==> src/rtl/pc_fetch_unit.sv <==
// pc_fetch_unit: PC register with stall-buffered redirects, timed flush and optional PC_PERF_CNT_EN redirect counters
module pc_fetch_unit #(
  parameter logic [31:0] RESET_PC = 32'h0000_3000,
  parameter int FLUSH_CYCLES = 2
) (
  input  logic        clk,
  input  logic        rst,
  input  logic        stall,
  input  logic [1:0]  npcc,
  input  logic [31:0] br_target,
  input  logic [31:0] j_target,
  output logic [31:0] pc_out,
  output logic [31:0] pc_plus4,
  output logic        flush,
  output logic        redirect_pending,
  output logic        misalign
`ifdef PC_PERF_CNT_EN
  ,
  output logic [31:0] br_taken_cnt,
  output logic [31:0] jump_cnt
`endif
);
  logic [2:0]  cnt, cnt_nxt;
  logic [31:0] pend_tgt, raw;
  logic        pend_br, live, take_pend, take_live, load, load_br, capture;
  assign pc_plus4 = pc_out + 32'd4;
  always_comb begin
    live      = (npcc == 2'b01 || npcc == 2'b10) && cnt == 3'd0;
    take_pend = redirect_pending && !stall;
    take_live = live && !stall && !redirect_pending;
    load      = take_pend || take_live;
    capture   = live && stall && !redirect_pending;
    raw       = take_pend ? pend_tgt : (npcc == 2'b01 ? br_target : j_target);
    load_br   = take_pend ? pend_br : npcc == 2'b01;
    cnt_nxt   = load ? 3'(FLUSH_CYCLES) : (cnt == 3'd0 ? 3'd0 : cnt - 3'd1);
  end
  always_ff @(posedge clk) begin
    if (rst) begin
      pc_out           <= RESET_PC;
      cnt              <= 3'd0;
      flush            <= 1'b0;
      misalign         <= 1'b0;
      redirect_pending <= 1'b0;
      pend_tgt         <= 32'd0;
      pend_br          <= 1'b0;
    end else begin
      pc_out   <= load ? (raw & ~32'h3) : (stall ? pc_out : pc_plus4);
      cnt      <= cnt_nxt;
      flush    <= cnt_nxt != 3'd0;
      misalign <= load && raw[1:0] != 2'b00;
      if (capture) begin
        redirect_pending <= 1'b1;
        pend_tgt         <= raw;
        pend_br          <= load_br;
      end else if (take_pend)
        redirect_pending <= 1'b0;
    end
  end
`ifdef PC_PERF_CNT_EN
  always_ff @(posedge clk) begin
    if (rst) begin
      br_taken_cnt <= 32'd0;
      jump_cnt     <= 32'd0;
    end else begin
      if (load && load_br && ~&br_taken_cnt) br_taken_cnt <= br_taken_cnt + 32'd1;
      if (load && !load_br && ~&jump_cnt) jump_cnt <= jump_cnt + 32'd1;
    end
  end
`endif
endmodule

==> config.mk <==
export PLATFORM = sky130hd
export DESIGN_NAME = pc_fetch_unit
export DESIGN_NICKNAME = d
export VERILOG_FILES = /design/src/rtl/pc_fetch_unit.sv
export SDC_FILE = /design/constraint.sdc
export NUM_CORES = 1
export LEC_CHECK = 0
export CAP_MARGIN = 20
export CORE_ASPECT_RATIO = 0.6
export CORE_MARGIN = 3
export CORE_UTILIZATION = 40
export DETAILED_ROUTE_END_ITERATION = 6
export PLACE_DENSITY = 0.74
export SLEW_MARGIN = 5
export SYNTH_ARGS = -nofsm -noshare
export SYNTH_HDL_FRONTEND = slang
export SYNTH_SLANG_ARGS = --single-unit
==> constraint.sdc <==
create_clock -name clk -period 2.72 [get_ports clk]
set_input_delay 0.544 -clock clk [delete_from_list [all_inputs] [get_ports clk]]
set_output_delay 0.544 -clock clk [all_outputs]
set_load 0.02 [all_outputs]
Word-level counts from Yosys, hierarchy flattened

Cells that the tools add are included.

$add $sub $neg: 2
Muxes and demuxes: 8
Equality and inequality tests: 3
Reductions and logical operators: 16

Operator list:

| operator                                                                 | number |
|---|---|
| 32-bit 2-to-1 mux                                                        | 4 |
| 32-bit by 3-bit adder with 32-bit output (second input constant)         | 1 |
| 1-bit logical AND                                                        | 7 |
| 3-bit 2-to-1 mux                                                         | 2 |
| 2-bit nonzero test                                                       | 2 |
| 3-bit logical NOT                                                        | 1 |
| 3-bit nonzero test                                                       | 1 |
| 3-bit by 1-bit subtractor with 3-bit output (second input constant)      | 1 |
| 2-bit by 1-bit equality test with 1-bit output (second input constant)   | 1 |
| 2-bit equality test (second input constant)                              | 1 |
| 1-bit logical NOT                                                        | 2 |
| 1-bit logical OR                                                         | 2 |
| 1-bit 2-to-1 mux                                                         | 2 |
| 2-bit by 1-bit inequality test with 1-bit output (second input constant) | 1 |
| 2-bit OR reduction                                                       | 1 |

Input port bits: 69
Logic and storage cells: 36
Bits in registers: 70

Depth between registers and ports, before layout

Depth in word-level cells: 8
Gate-level depth with buffers: 9

Worst setup path after synthesis

Ideal clock, no wire load.

Path kind: register to output
Start: reg pc_out[15]
End: out pc_plus4[29]
Stages on the path, launching flop included: 7
Data required time: 2.176 ns
Data arrival time: 2.066 ns
Slack: 0.110 ns
Cells stage by stage: dfxtp_1 -> nand3_1 -> nor4_2 -> buf_2 -> nand3_1 -> nor2_1 -> xor2_1

Cells in the longest elaborated chain, start to end: 1

Ends and longest elaborated chain:

| what                                     | line | RTL |
|---|---|---|
| from (decl)                              | 12   | `output logic [31:0] pc_out,` |
| from (signal assigned)                   | 47   | `pc_out <= load ? (raw & ~32'h3) : (stall ? pc_out : pc_plus4);` |
| 32-bit by 3-bit adder with 32-bit output | 26   | `assign pc_plus4 = pc_out + 32'd4;` |
| to (decl)                                | 13   | `output logic [31:0] pc_plus4,` |

Every way passes these cells.

Final worst setup path

Start: reg pc_out[2]
End: out pc_plus4[19]

Same word-level chain as after synthesis.

==> metrics.csv <==
metric;value;unit
sequential share of the synthesized area;31.84;%
post-route ant nets;0;
cell row count;28;
synth top area cells;dfxtp_1, mux2i_1, nor2_1;
Avg Inst Size Synth;7.976;um2
DRC viols;0;
Die H;86.08;um
largest area contributor in the netlist;dfxtp_1;
WP data arrival;2.13;ns
Ys Warns;0;
antenna cells;0;
vias in the first global route;4524;
max-slew violations;0;
WL per Instance;17.50;um
slew of the pin with the lowest slew margin;1.030;ns
Final Cycle Share;98.27;%
Worst Setup Slack, final;0.04693;ns
Slew headroom;31.29;%
Setup Crit Path Kind;reg -> out;
unrepaired setup endpoints after global routing;no;
# nets final;771;
first drt pass iteration count;5;
Total GRT Usage;23.74;%
CTS Root Cell;clkbuf_16;
WL final;14.68;mm
Critical Path End Type;output pin;
area grow syn2layout;49.93;%
cts-stage hold buffer count;0;
Cell Pwr Density;501.9;nW/um2
first-pass GRT wire length;23.04;mm
placer congestion estimate;0.8664;
Setup Skew;0.007754;ns
Startpoint Class;flop;
Finished Cell Area;6410;um2
cell count of the worst reg-to-reg path;8;
CTS Buf Count;9;
Final TNS setup;0;ns
Yosys top cell area share;31.84;%
H-tree levels;3;
status;completed;
Tmin final;2.673;ns
layout cells sized above 1;18.89;%
area post-placement;6077;um2
asr flop ratio synth;0;%
DP Wirelength;10.77;mm
R2R Setup Slk;0.66;ns
Max Cap Viol;0;
Clock Pin Slew Worst Setup and Hold Paths;0.06;ns
Initial Util;42.23;%
Most used DFF post-synth;dfxtp_1;
Peak supply drop;294.0;uV
synthesized area;4275;um2
top cells by count, synth;dfxtp_1, nor2_1, mux2i_1;
Unique masters post-synth;52;
worst hold stages;2;
detailed-route via count;4725;
pin count of the biggest net entering global routing;46;
CTS Buffer Depth;2;
clk_lat worst skew;0.34;ns
Hold Path Class;reg -> reg;
Gate Count Post-Synth;536;
pre-CTS setup slack;-0.3432;ns
required time of the critical path;2.18;ns
Core Area;10120;um2
CP max FO;5;
Port Buf Inserts;131;
Yosys reg bits;68;
grt ovf;0;
Clock Sinks;68;
top-count cell post-synth;dfxtp_1;
initial antenna violation count;0;
EDFF count, synth;0;
CTS tree;yes;
Leak;2.686;nW
num ports;136;
Die Area;12010;um2
Final Hold Fails;0;
fmax;374.1;MHz
vias per cell;5.632;
Die X;139.5;um
setup violators final;0;
Initial DRC Count;376;
[cells by family (layout without fill, tap and decap cells)]
family	after synthesis	in the layout	share of synthesized area, %
compound gates	117	117	17.12
xor+xnor	27	27	5.531
fa+ha+maj	2	2	0.5852
buf+inv	58	222	5.677
flops	68	68	31.84
mux	62	62	15.10
other cells	1	4	0.08771
simple gates	201	202	24.06
[area by class of cell]
type	instances	area [um2]
clock buffer	13	260.3
clock inverter	2	10.01
fill	843	3715
inverter	14	52.55
multi-input combinational	414	2781
sequential	68	1364
tap	135	168.9
timing repair buffer	193	1773
[worst max-delay path, stage by stage, from the launching register on]
cell and delay [ns]:
dfxtp_2 0.41, nand3_2 0.13, nor4_4 0.35, buf_4 0.16
buf_4 0.12, nand2_1 0.09, xnor2_1 0.18, dlygate4sd2_1 0.36
[flip-flops by register name (all words and copies together), names as in the netlist]
name              flops
redirect_pending      1
cnt                   3
pc_out               30
pend_tgt             32
misalign              1
flush                 1
[power breakdown]
group / internal, W / total (W) / switching [W]
Sequential: 0.00107 / 0.00114 / 0.0000667
Combinational: 0.000463 / 0.000982 / 0.000519
Clock: 0.000659 / 0.00110 / 0.000436
Total: 0.00220 / 0.00322 / 0.00102
[layer usage]
| metal | wire, um | track usage [%] |
|---|---|---|
| met2 | 6591 | 37.86 |
| met5 | 0 | 0 |
| met1 | 6513 | 31.46 |
| met4 | 345 | 8.792 |
| met3 | 1235 | 5.738 |
[worst paths after layout]
path	start	to
max	pc_out[2]	pc_plus4[19]
min	pend_tgt[5]	pend_tgt[5]
max reg2reg	pc_out[2]	pc_out[23]
min reg2reg	pend_tgt[5]	pend_tgt[5]
[cell usage in the layout, fill, tap and decap left out, types with 11 or more instances in the layout]
master | Yosys | routed
clkdlybuf4s50_1 | 0 | 106
dfxtp_1 | 68 | 66
nor2_1 | 67 | 65
buf_4 | 4 | 57
mux2i_1 | 42 | 42
nand2_1 | 41 | 40
a21oi_1 | 37 | 37
o21ai_0 | 25 | 25
xnor2_1 | 20 | 20
mux2_2 | 20 | 20
nand3_1 | 19 | 16
nor3_1 | 18 | 16
inv_1 | 14 | 14
dlygate4sd2_1 | 0 | 11
[per-stage QoR]
stage	hold WS [ns]	util [%]	total power, W	std cells
floorplan	0.4357	-	0.001670	539
global placement	0.4415	60.02	0.002101	820
detailed placement	0.4507	60.02	0.002132	820
CTS	0.4583	63.10	0.003198	836
global route	0.4962	63.31	0.003338	839
finish	0.4592	63.31	0.003217	839
[what timing repair did]
| action | 4_1_cts | 5_1_grt |
|---|---|---|
| endpoints found under the setup margin | 23 | 37 |
| gates resized for setup | 46 | 26 |
| buffers inserted | 1 | 2 |
| endpoints found under the hold margin | 0 | 0 |
| pin swaps | 1 | 3 |
| gates cloned | 0 | 1 |
Power figures use the tool's default switching activity.
